===== src/rtl/uart_pkg.sv =====
// Shared definitions for the decimal UART transmitter: FSM states, ASCII constants, bit period.
// The parity state exists only when UART_DEC_TX_PARITY_EN is defined.
package uart_pkg;

`ifdef UART_DEC_TX_PARITY_EN
  typedef enum logic [2:0] {
    StIdle, StConv, StLoad, StStart, StData, StParity, StStop
  } state_t;
`else
  typedef enum logic [2:0] {
    StIdle, StConv, StLoad, StStart, StData, StStop
  } state_t;
`endif

  typedef enum logic [1:0] {PhDigit, PhCr, PhLf} phase_t;

  localparam logic [7:0] ASCII_ZERO = 8'h30;
  localparam logic [7:0] ASCII_CR   = 8'h0D;
  localparam logic [7:0] ASCII_LF   = 8'h0A;

  function automatic int unsigned bit_period(int unsigned clk_freq, int unsigned baud_rate);
    return clk_freq / baud_rate;
  endfunction

endpackage


===== src/rtl/uart_bin2bcd.sv =====
// Sequential double-dabble: one input bit per cycle, DATA_W cycles, done pulses with the last step.
module uart_bin2bcd #(
  parameter int unsigned DATA_W     = 8,
  parameter int unsigned NUM_DIGITS = 3
) (
  input  logic                    clk,
  input  logic                    rst,
  input  logic                    start,
  input  logic [DATA_W-1:0]       value,
  output logic                    done,
  output logic [4*NUM_DIGITS-1:0] bcd
);

  logic [DATA_W-1:0]       bin_q;
  logic [4*NUM_DIGITS-1:0] bcd_q, adj, bcd_d;
  logic [5:0]              cnt_q;
  logic                    run_q;

  // Carry out of the top digit is dropped, so the result is the value modulo 10^NUM_DIGITS.
  always_comb begin
    adj = bcd_q;
    for (int i = 0; i < NUM_DIGITS; i++) begin
      if (bcd_q[4*i +: 4] >= 4'd5) adj[4*i +: 4] = bcd_q[4*i +: 4] + 4'd3;
    end
    bcd_d = (adj << 1) | {{(4*NUM_DIGITS-1){1'b0}}, bin_q[DATA_W-1]};
  end

  assign done = run_q && (cnt_q == 6'd1);
  assign bcd  = bcd_q;

  always_ff @(posedge clk or posedge rst) begin
    if (rst) begin
      bin_q <= '0;
      bcd_q <= '0;
      cnt_q <= '0;
      run_q <= 1'b0;
    end else if (start) begin
      bin_q <= value;
      bcd_q <= '0;
      cnt_q <= 6'(DATA_W);
      run_q <= 1'b1;
    end else if (run_q) begin
      bin_q <= {bin_q[DATA_W-2:0], 1'b0};
      bcd_q <= bcd_d;
      cnt_q <= cnt_q - 6'd1;
      if (cnt_q == 6'd1) run_q <= 1'b0;
    end
  end

endmodule


===== src/rtl/uart_dec_tx.sv =====
// Prints an unsigned value as decimal ASCII plus terminator on a UART line.
// Optional even parity bit selected by macro UART_DEC_TX_PARITY_EN.
module uart_dec_tx
  import uart_pkg::*;
#(
  parameter int unsigned CLK_FREQ      = 12000000,
  parameter int unsigned BAUD_RATE     = 9600,
  parameter int unsigned DATA_W        = 8,
  parameter int unsigned NUM_DIGITS    = 3,
  parameter int unsigned ZERO_SUPPRESS = 0,
  parameter int unsigned CRLF          = 0,
  parameter int unsigned STOP_BITS     = 1
) (
  input  logic              clk,
  input  logic              rst,
  input  logic [DATA_W-1:0] data_in,
  input  logic              valid,
  output logic              ready,
  output logic              tx,
  output logic              busy
);

  localparam int unsigned CPB   = bit_period(CLK_FREQ, BAUD_RATE);
  localparam int unsigned CNT_W = $clog2(CPB + 1);
  localparam logic [3:0]  MSD   = 4'(NUM_DIGITS - 1);

  state_t                  state_q, state_d;
  phase_t                  phase_q, phase_d;
  logic [CNT_W-1:0]        cnt_q, cnt_d;
  logic [2:0]              bit_q, bit_d;
  logic                    stop_q, stop_d;
  logic [7:0]              char_q, char_d;
  logic [3:0]              pos_q, pos_d;
  logic                    first_q, first_d, last_q, last_d;
  logic                    accept, conv_done, bit_end;
  logic [4*NUM_DIGITS-1:0] bcd;
  logic [3:0]              msd_idx, cur_idx, cur_digit;

  uart_bin2bcd #(
    .DATA_W    (DATA_W),
    .NUM_DIGITS(NUM_DIGITS)
  ) u_bin2bcd (
    .clk  (clk),
    .rst  (rst),
    .start(accept),
    .value(data_in),
    .done (conv_done),
    .bcd  (bcd)
  );

  assign ready   = (state_q == StIdle);
  assign busy    = ~ready;
  assign accept  = valid & ready;
  assign bit_end = (cnt_q == CNT_W'(CPB - 1));

  always_comb begin
    msd_idx = '0;
    for (int i = 0; i < NUM_DIGITS; i++) begin
      if (bcd[4*i +: 4] != 4'd0) msd_idx = 4'(i);
    end
    cur_idx = first_q ? ((ZERO_SUPPRESS != 0) ? msd_idx : MSD) : pos_q;
    cur_digit = '0;
    for (int i = 0; i < NUM_DIGITS; i++) begin
      if (cur_idx == 4'(i)) cur_digit = bcd[4*i +: 4];
    end
  end

  // The LOAD cycle is already the first clock of the start bit, so frames abut.
  always_comb begin
    tx = 1'b1;
    case (state_q)
      StLoad, StStart: tx = 1'b0;
      StData:          tx = char_q[bit_q];
`ifdef UART_DEC_TX_PARITY_EN
      StParity:        tx = ^char_q;
`endif
      default:         tx = 1'b1;
    endcase
  end

  always_comb begin
    state_d = state_q;
    phase_d = phase_q;
    cnt_d   = cnt_q;
    bit_d   = bit_q;
    stop_d  = stop_q;
    char_d  = char_q;
    pos_d   = pos_q;
    first_d = first_q;
    last_d  = last_q;
    case (state_q)
      StIdle: begin
        if (accept) begin
          state_d = StConv;
          phase_d = PhDigit;
          pos_d   = '0;
          first_d = 1'b1;
          last_d  = 1'b0;
        end
      end
      StConv: begin
        if (conv_done) state_d = StLoad;
      end
      StLoad: begin
        state_d = StStart;
        cnt_d   = CNT_W'(1);
        first_d = 1'b0;
        case (phase_q)
          PhDigit: begin
            char_d = ASCII_ZERO + {4'd0, cur_digit};
            if (cur_idx == 4'd0) phase_d = (CRLF != 0) ? PhCr : PhLf;
            else                 pos_d   = cur_idx - 4'd1;
          end
          PhCr: begin
            char_d  = ASCII_CR;
            phase_d = PhLf;
          end
          default: begin
            char_d = ASCII_LF;
            last_d = 1'b1;
          end
        endcase
      end
      StStart: begin
        if (bit_end) begin
          state_d = StData;
          cnt_d   = '0;
          bit_d   = '0;
        end else begin
          cnt_d = cnt_q + 1'b1;
        end
      end
      StData: begin
        if (bit_end) begin
          cnt_d = '0;
          if (bit_q == 3'd7) begin
            stop_d  = 1'b0;
`ifdef UART_DEC_TX_PARITY_EN
            state_d = StParity;
`else
            state_d = StStop;
`endif
          end else begin
            bit_d = bit_q + 3'd1;
          end
        end else begin
          cnt_d = cnt_q + 1'b1;
        end
      end
`ifdef UART_DEC_TX_PARITY_EN
      StParity: begin
        if (bit_end) begin
          state_d = StStop;
          cnt_d   = '0;
        end else begin
          cnt_d = cnt_q + 1'b1;
        end
      end
`endif
      StStop: begin
        if (bit_end) begin
          cnt_d = '0;
          if (STOP_BITS == 2 && !stop_q) stop_d  = 1'b1;
          else if (last_q)               state_d = StIdle;
          else                           state_d = StLoad;
        end else begin
          cnt_d = cnt_q + 1'b1;
        end
      end
      default: state_d = StIdle;
    endcase
  end

  always_ff @(posedge clk or posedge rst) begin
    if (rst) begin
      state_q <= StIdle;
      phase_q <= PhDigit;
      cnt_q   <= '0;
      bit_q   <= '0;
      stop_q  <= 1'b0;
      char_q  <= '0;
      pos_q   <= '0;
      first_q <= 1'b0;
      last_q  <= 1'b0;
    end else begin
      state_q <= state_d;
      phase_q <= phase_d;
      cnt_q   <= cnt_d;
      bit_q   <= bit_d;
      stop_q  <= stop_d;
      char_q  <= char_d;
      pos_q   <= pos_d;
      first_q <= first_d;
      last_q  <= last_d;
    end
  end

endmodule

===== config.mk =====
export PLATFORM = sky130hd
export DESIGN_NAME = uart_dec_tx
export DESIGN_NICKNAME = d
export VERILOG_FILES = /design/src/rtl/uart_pkg.sv /design/src/rtl/uart_bin2bcd.sv /design/src/rtl/uart_dec_tx.sv
export SDC_FILE = /design/constraint.sdc
export NUM_CORES = 1
export LEC_CHECK = 0
export CORE_UTILIZATION = 45
export CTS_CLUSTER_DIAMETER = 150
export DETAILED_ROUTE_END_ITERATION = 16
export GPL_ROUTABILITY_DRIVEN = 0
export PLACE_DENSITY = 0.76
export RECOVER_POWER = 50
export SLEW_MARGIN = 40
export SYNTH_ARGS = -nofsm -noshare
export SYNTH_HDL_FRONTEND = slang
export SYNTH_SLANG_ARGS = --single-unit

===== constraint.sdc =====
create_clock -name clk -period 1.83 [get_ports clk]
set_input_delay 0.366 -clock clk [delete_from_list [all_inputs] [get_ports clk]]
set_output_delay 0.366 -clock clk [all_outputs]
set_load 0.03 [all_outputs]

## Word level (Yosys, flattened, before mapping)

Index checks and enable logic that the tools add are counted.
Widths: inputs -> output; s select.

| word-level totals | value |
|---|---|
| bits in registers | 60 |
| output and inout port bits | 3 |
| logic and storage cells | 114 |

| operators by class | value |
|---|---|
| $add $sub $neg | 8 |
| magnitude comparators | 4 |
| eq/ne operators | 23 |
| multiplexer cells | 47 |
| bitwise gates (word level) | 3 |
| reductions and logical operators | 17 |

Operator list:

| cell | number |
|---|---|
| $mux 4 | 9 |
| $mux 3 | 10 |
| $mux 12 | 2 |
| $pmux 11 s2 | 1 |
| $ne 2x2->1 const B | 9 |
| $pmux 3 s6 | 1 |
| $mux 8 | 2 |
| $pmux 7 s2 | 1 |
| $ge 4x3->1 const B | 3 |
| $mux 6 | 2 |
| $or 12x1->12 | 1 |
| $reduce_and 4->1 | 3 |
| $add 11x1->11 const B | 1 |
| $eq 11x11->1 const B | 1 |
| $mux 11 | 1 |
| $eq 3x3->1 const B | 3 |
| $add 4x2->4 const B | 2 |
| $pmux 2 s2 | 2 |
| $pmux 4 s2 | 1 |
| $reduce_bool 2->1 | 4 |
| $add 6x4->7 const A | 1 |
| $mux 1 | 7 |
| $eq 3x2->1 const B | 2 |
| $eq 6x1->1 const B | 1 |
| other kinds (26) | 32 |

## Logic depth before layout (Yosys ltp)

Gate-level depths: netlist (run 1).

| logic depth | value |
|---|---|
| depth after elaboration | 7 |
| gate-level depth with buffers | 9 |
| depth with buffers taken out | 7 |

## By module

Synthesis (run 1) repeated with hierarchy kept, for this count alone.

| second synthesis, totals | value |
|---|---|
| cells, all modules | 343 |
| area, all modules | 3,311.9 um^2 |

By module, submodules not included:

| module | times used | cells an instance | area each (um^2) | seq. area each (um^2) |
|---|---|---|---|---|
| uart_dec_tx | 1 | 190 | 1,809.2 | 725.7 |
| uart_bin2bcd | 1 | 153 | 1,502.7 | 675.6 |

## Worst setup path after synthesis (run 1)

No wires, ideal clock.

| timing | value |
|---|---|
| kind | reg2reg |
| start | register state_q[2] |
| end | register pos_q[2] |
| library setup time | 0.069 ns |
| data arrival time | 2.238 ns |
| slack | -0.477 ns |
| stages on the path, launching flop included | 7 |
| clock period less this slack | 2.307 ns |
| cell sequence | dfrtp_1 -> nor3_1 -> and2_1 -> buf_2 -> a21oi_4 -> or4b_1 -> nand3_1 |

| on the way | value |
|---|---|
| longest elaborated chain between the ends | 4 |
| elaborated cells between the ends (all ways) | 9 |
| those cells by class | eq/ne: 4; mux: 1; bitwise: 1; reduce/logical: 3 |

RTL lines:

| what | RTL line | text |
|---|---|---|
| start, declared | uart_dec_tx.sv:27 | `state_t state_q, state_d;` |
| start signal, assigned | uart_dec_tx.sv:176 | `state_q <= StIdle;` |
| start signal, assigned | uart_dec_tx.sv:186 | `state_q <= state_d;` |
| $logic_not 3->1 * | uart_dec_tx.sv:51 | `assign ready = (state_q == StIdle);` |
| net ready | uart_dec_tx.sv:18 | `output logic ready,` |
| $and 1x1->1 | uart_dec_tx.sv:53 | `assign accept = valid & ready;` |
| $ne 2x1->1 (no source line) | -- |  |
| $reduce_and 4->1 (no source line) | -- |  |
| end signal, assigned | uart_dec_tx.sv:192 | `pos_q <= pos_d;` |
| end, declared | uart_dec_tx.sv:33 | `logic [3:0] pos_q, pos_d;` |

The timed path passes the listed nets; every way through them passes the cells marked *.
A chain may end at the register's enable or synchronous reset.

## Worst setup path after layout (run 1)

| timing | value |
|---|---|
| start | register bit_q[0] |
| end | output port tx |

| on the way | value |
|---|---|
| longest elaborated chain between the ends | 3 |

RTL lines:

| what | RTL line | text |
|---|---|---|
| start, declared | uart_dec_tx.sv:30 | `logic [2:0] bit_q, bit_d;` |
| start signal, assigned | uart_dec_tx.sv:189 | `bit_q <= bit_d;` |
| $bmux 1 s3 | uart_dec_tx.sv:73 | `StData: tx = char_q[bit_q];` |
| $mux 1 (implied by the code) | uart_dec_tx.sv:73 |  |
| $pmux 1 s2 | uart_dec_tx.sv:71 | `case (state_q)` |
| end, declared | uart_dec_tx.sv:19 | `output logic tx,` |

Every way passes these cells. The select of a mux whose other input is x is not followed.

==> impl_metrics.json, run 1 <==
{
  "wl_mm": 6.30,
  "die-area_um2": 7340,
  "start_util": 0.464,
  "rows": 30,
  "synthCells": 335,
  "grt_max_degree": 57,
  "cts_buffer_depth": 2,
  "ir_drop_mv": 0.652,
  "pwr-share-seq": 0.412,
  "intPower_w": 0.00284,
  "p_leak_nw": 1.71,
  "wire_per_inst_um": 13.4,
  "drt_iter0_markers": 104,
  "startpoint_type": "flip-flop",
  "switching_share": 0.381,
  "cp-end-kind": "primary output",
  "cts_tree": "done",
  "cts_buffers": 5,
  "setup_tns_ps": -163,
  "final.min_clock_period_ps": 1980,
  "r2r_end": "state_q[0]",
  "hp-class": "flip-flop to flip-flop",
  "synth_edf_count": 0,
  "cp_slowest_cell": "mux4_2",
  "fp.dieW_um": 85.7,
  "maxCapViolations": 0,
  "synth_fp_nets": 362,
  "grt_pass1_wl_mm": 10.7,
  "synthToLayoutAreaGrowth_pct": 18.4,
  "status": "complete, but fails checks",
  "cp.depth": 4,
  "netlist_area_um2": 3150,
  "io_buffers": 13,
  "crit_chain": "mux4_2 -> o21ai_2 -> a21oi_2 -> buf_6",
  "max_stage_delay_ps": 520,
  "ys_seq_area_frac": 0.445,
  "grt_pass1_vias": 2422,
  "slew_viol_final": 0,
  "synth_xor_area_frac": 0.0362,
  "slew_headroom": 0.487,
  "synthSimpleGateAreaFrac": 0.192,
  "clk_latency_ps": 310,
  "nets": 400,
  "synth_mux_area_frac": 0.0743,
  "min_from": "last_q",
  "drt_first_pass_iters": 4,
  "timing.final.crit_share": 1.08,
  "failed_checks": "setup timing",
  "fin_ws_ps": -151,
  "cts_root_buf": "clkbuf_8",
  "holdPathEnd": "last_q",
  "avgSynthCellArea_um2": 9.40,
  "num_vias": 2473,
  "worstSetupPathType": "flip-flop to primary output",
  "synth_top_family_by_area": "simple AND/OR/NAND/NOR gates",
  "cpLargestDelayFamily": "multiplexers",
  "finalHoldViolCount": 0,
  "comb_power_share": 0.434,
  "clkTransAtPathRegs_ps": 110,
  "worst_slew_pin_slew_ps": 770,
  "dp_hpwl_mm": 4.23,
  "antenna_found_initial": 0,
  "cts.htree.levels": 2,
  "clock_power_share": 0.154,
  "synth_fa_ha_area_frac": 0.0636,
  "core_area_um2": 6790,
  "postRouteAntennaNets": 0,
  "clock_sinks": 56,
  "fmax_mhz": 505,
  "rr_startpoint": "u_bin2bcd.cnt_q[1]",
  "drive_gt1_frac": 0.166,
  "ff2ff_path_depth": 6,
  "startpoint": "bit_q[0]",
  "die_y_um": 85.7,
  "path_buf_inv": 1,
  "final_util": 0.549,
  "n_fill_cell": 581,
  "reg2reg_slack_ps": -10,
  "critPathMaxFanout": 2,
  "final.setup_skew_ps": 14.3,
  "netSwitchingPower_w": 0.00175,
  "whs_path_depth": 2,
  "diodes": 0,
  "arrival_ps": 1620,
  "synthArstFlopShare": 1.00,
  "grt_util_all_layers": 0.179,
  "rsz0062_at_grt": "yes",
  "cp.required_ps": 1460,
  "p_per_area_nw_per_um2": 1230,
  "drc": 0,
  "yosys_warnings": 0,
  "io_pins": 14,
  "viasPerCell": 5.26,
  "ys_ff_latch": 56,
  "yosys.cell_types.count": 47,
  "setup_viol": 2,
  "grt-ovfl-total": 0,
  "synthFlopType": "dfrtp_1",
  "synth_compound_area_frac": 0.147
}
## cells in the mapped netlist (7+ instances only)
| master | n | area, µm² |
|---|---|---|
| nand2_1 | 36 | 135 |
| o21ai_0 | 25 | 125 |
| nor2_1 | 36 | 135 |
| ha_1 | 16 | 200 |
| mux2i_1 | 20 | 200 |
| xnor2_1 | 7 | 61.3 |
| inv_1 | 18 | 67.6 |
| nand2b_1 | 8 | 50.1 |
| nor3_1 | 7 | 35.0 |
| dfrtp_1 | 56 | 1400 |
| a21oi_1 | 26 | 130 |
## per-layer routing
| metal | GRT usage | up-vias | share of wire |
|---|---|---|---|
| met2 | 0.322 | 30 | 0.50 |
| met1 | 0.230 | 1197 | 0.47 |
| met4 | 0.0333 | 0 | 0.0040 |
| met5 | 0 | - | 0 |
| li1 | - | 1244 | - |
| met3 | 0.0289 | 2 | 0.021 |
## state kept, by name, summed over array words and instances (netlist names)
signal and flops:
u_bin2bcd.bin_q 8, state_q 3, first_q 1, u_bin2bcd.bcd 12, char_q 5, cnt_q 11
u_bin2bcd.run_q 1, pos_q 4, phase_q 1, last_q 1, u_bin2bcd.cnt_q 6, bit_q 3
## worst register-to-register path: stages (launching register included)
cell and delay (ps):
dfrtp_1 400, inv_2 60, ha_1 140, or4b_4 460, or3_4 390, or3b_2 200
a31oi_1 70
## area by class of cell
type                    count  area, µm²  area share
multi-input cells         247       1670       0.447
flip-flops and latches     56       1400       0.376
repair buffers             45        380       0.102
well taps                  96        120      0.0322
clock buffers               7       86.3      0.0231
inverters                  18       67.6      0.0181
clock inverters             1       7.51     0.00201
## metrics by stage
step / setup slack (ps) / area (µm²) / instances / total power [W] / hold WS, ps
floorplan: 0.272 / 3160 / 335 / 0.00328 / 454
global placement: 52.9 / 3550 / 454 / 0.00372 / 482
detailed placement: -35.9 / 3550 / 454 / 0.00382 / 494
CTS: -169 / 3680 / 464 / 0.00458 / 439
global route: -195 / 3730 / 470 / 0.00495 / 551
finish: -151 / 3730 / 470 / 0.00459 / 508
## worst max path at each step
stage                            end
after global placement    state_q[0]
after floorplan             pos_q[2]
after CTS                         tx
final                             tx
after detailed placement  state_q[0]
after global routing              tx
## cells in the final DEF, fill, tap and decap left out, types with 6 or more instances in the layout
cell type and count:
dfrtp_1 56, nand2_1 35, nor2_1 34, buf_4 30
a21oi_1 25, o21ai_0 23, mux2i_1 20, inv_1 16
ha_1 16, clkdlybuf4s50_1 9, nand2b_1 8, xnor2_1 7
nand3_1 6, xor2_1 6, clkbuf_8 6
## cell families (layout without fill, tap and decap cells)
kind of cell / after synthesis / in the layout
DFF: 56 / 56
adders and majority gates: 16 / 16
and+or+nand+nor: 120 / 120
buffers and inverters: 32 / 71
AOI/OAI and AO/OA: 76 / 76
muxes: 22 / 22
xor gates and xnor gates: 13 / 13
## repair_timing
action	CTS	global route
pin swaps	2	9
cloned	0	1
endpoints found under the setup margin	3	13
gates resized for setup	10	12
buffers inserted	2	5
hold buffers	0	0
## power groups by stage
stage	combinational, W	clock [W]	sequential [W]
floorplan	0.00141	0	0.00187
global placement	0.00184	0	0.00188
global route	0.00225	0.000763	0.00194
finish	0.00199	0.000707	0.00189
CTS	0.00197	0.000725	0.00188
detailed placement	0.00192	0	0.00190
(Power assumes the default switching activity.)
==> run 2: changes to the inputs <==
Settings changed: PLACE_DENSITY 0.76 to 0.73.
Clock period 1.83 ns to 2.1 ns, I/O delays scaled along.
==> run 2 against run 1 <==
- the run now ends clean
- critical path depth unchanged
- clock power down 20%
- global-route usage is 1.0 points lower
- routed wire length fell by 11%
- sequential share of layout area is 2.2 points higher
- worst hold slack got worse by 2.7 ps
- die area unchanged
- flip-flop and latch count unchanged
- power shrank 18%
- critical endpoint unchanged
==> impl_metrics.json, run 2 (same netlist as run 1, synthesis figures left out) <==
{
  "grt_util_all_layers": 0.169,
  "post-place-ws_ps": -8.77,
  "cp-end-kind": "primary output",
  "wl_met3_um": 117,
  "final.min_clock_period_ps": 2010,
  "ir_drop_mv": 0.544,
  "die_y_um": 85.7,
  "drt_first_pass_iters": 4,
  "slew_viol_final": 0,
  "timing.final.crit_share": 0.958,
  "fp.dieW_um": 85.7,
  "start_util": 0.464,
  "cp.required_ps": 1680,
  "rsz0062_at_grt": "no",
  "fin_cells": 452,
  "clock_power_share": 0.151,
  "hold_buffers": 0,
  "clock_sinks": 56,
  "cp_slowest_cell": "mux4_2",
  "cts_root_buf": "clkbuf_8",
  "maxCapViolations": 0,
  "clk_latency_ps": 300,
  "fin_ws_ps": 87.3,
  "multiInputGateArea_um2": 1630,
  "grt_max_degree": 57,
  "worst_slew_pin_slew_ps": 1360,
  "wl_mm": 5.60,
  "maxUsedRoutingLayer": "met4",
  "io_buffers": 13,
  "n_fill_cell": 627,
  "pwr-share-seq": 0.447,
  "core_area_um2": 6790,
  "met2WireLength_mm": 2.66,
  "setup_viol": 0,
  "diodes": 0,
  "grt_pass1_vias": 2253,
  "path_buf_inv": 1,
  "comb_power_share": 0.402,
  "cts_buffers": 5,
  "post-route-cell-area_um2": 3520,
  "finalHoldViolCount": 0,
  "worstSetupPathType": "flip-flop to primary output",
  "drt_iter0_markers": 183,
  "nets": 383,
  "setup_tns_ps": 0,
  "crit_chain": "mux4_2 -> o21ai_0 -> a21oi_1 -> buf_2",
  "largest_reg_flops": 12,
  "hp-class": "flip-flop to flip-flop",
  "arrival_ps": 1590,
  "layout_common_cells": "dfrtp_1, nand2_1, nor2_1",
  "dpl.cell_count": 445,
  "placed_area_um2": 3460,
  "status": "finished, final reports clean",
  "netSwitchingPower_w": 0.00145,
  "grt_pass1_wl_mm": 10.1,
  "switching_share": 0.386,
  "drc": 0,
  "critPathMaxFanout": 2,
  "io_pins": 14,
  "viasPerCell": 5.23,
  "startpoint_type": "flip-flop",
  "fmax_mhz": 497,
  "antenna_found_initial": 0,
  "max_stage_delay_ps": 500,
  "final.setup_skew_ps": 7.71,
  "cpLargestDelayFamily": "multiplexers",
  "timing.hold.ws_ps": 505,
  "synthToLayoutAreaGrowth_pct": 11.8,
  "cts_buffer_depth": 2,
  "final-seq-area_um2": 1400,
  "clkTransAtPathRegs_ps": 90,
  "grt-ovfl-total": 0,
  "final_common_cell": "dfrtp_1",
  "rows": 30,
  "num_vias": 2365,
  "dp_hpwl_mm": 4.04,
  "intPower_w": 0.00231,
  "postRouteAntennaNets": 0,
  "slew_headroom": 0.0933,
  "cts.htree.levels": 2,
  "cts_tree": "done",
  "p_leak_nw": 1.61,
  "wl_met1_mm": 2.80,
  "wire_per_inst_um": 12.4,
  "drive_gt1_frac": 0.0787,
  "p_per_area_nw_per_um2": 1070,
  "die-area_um2": 7340
}
## run 2: final cells by class
class,instances,area share
Clock buffer,6,0.0206
Sequential cell,56,0.398
Timing Repair Buffer,28,0.0650
Multi-Input combinational cell,247,0.462
Inverter,18,0.0192
Tap cell,96,0.0341
Clock inverter,1,0.00142
## run 2: repair_timing
item,4_1_cts,5_1_grt
buffers inserted,0,0
setup endpoints to repair,3,1
endpoints found under the hold margin,0,0
resized for setup,6,2
## run 2: worst register-to-register path, delay by kind of cell, from the launching register on
| family | cells | cell delay, ps |
|---|---|---|
| AND/OR/NAND/NOR | 2 | 870 |
| AO/OA/AOI/OAI | 1 | 220 |
| multiplexers | 1 | 300 |
| flip-flops | 1 | 420 |
## run 2: per-stage QoR
step	power, W	utilization
after floorplan	0.00285	-
after global placement	0.00316	0.510
after detailed placement	0.00324	0.510
after CTS	0.00380	0.522
after global routing	0.00411	0.518
final	0.00376	0.518
## run 2: path summary, 6_finish.rpt
path                            startpoint                 end  slack [ps]  cells past startpoint
worst max-delay path              bit_q[0]                  tx          90                      4
worst min-delay path              pos_q[1]            pos_q[1]         510                      2
worst max register to register    cnt_q[8]            bit_q[0]         170                      4
worst min register to register    pos_q[1]            pos_q[1]         510                      2
max in group asynchronous              rst            bit_q[1]         430                      3
min in group asynchronous              rst  u_bin2bcd.cnt_q[5]         860                      3
## run 2: per-layer routing
| layer | track usage | vias up |
|---|---|---|
| met2 | 0.283 | 24 |
| met5 | 0 | - |
| met1 | 0.236 | 1127 |
| met3 | 0.0289 | 2 |
| met4 | 0.0273 | 0 |
| li1 | - | 1212 |
## run 2: power by group through the flow
stage	Clock (W)	Sequential, W	Combinational [W]
2_1_floorplan	0	0.00162	0.00123
3_3_place_gp	0	0.00169	0.00148
3_5_place_dp	0	0.00169	0.00154
4_1_cts	0.000582	0.00168	0.00154
5_1_grt	0.000612	0.00174	0.00176
6_report	0.000569	0.00168	0.00151
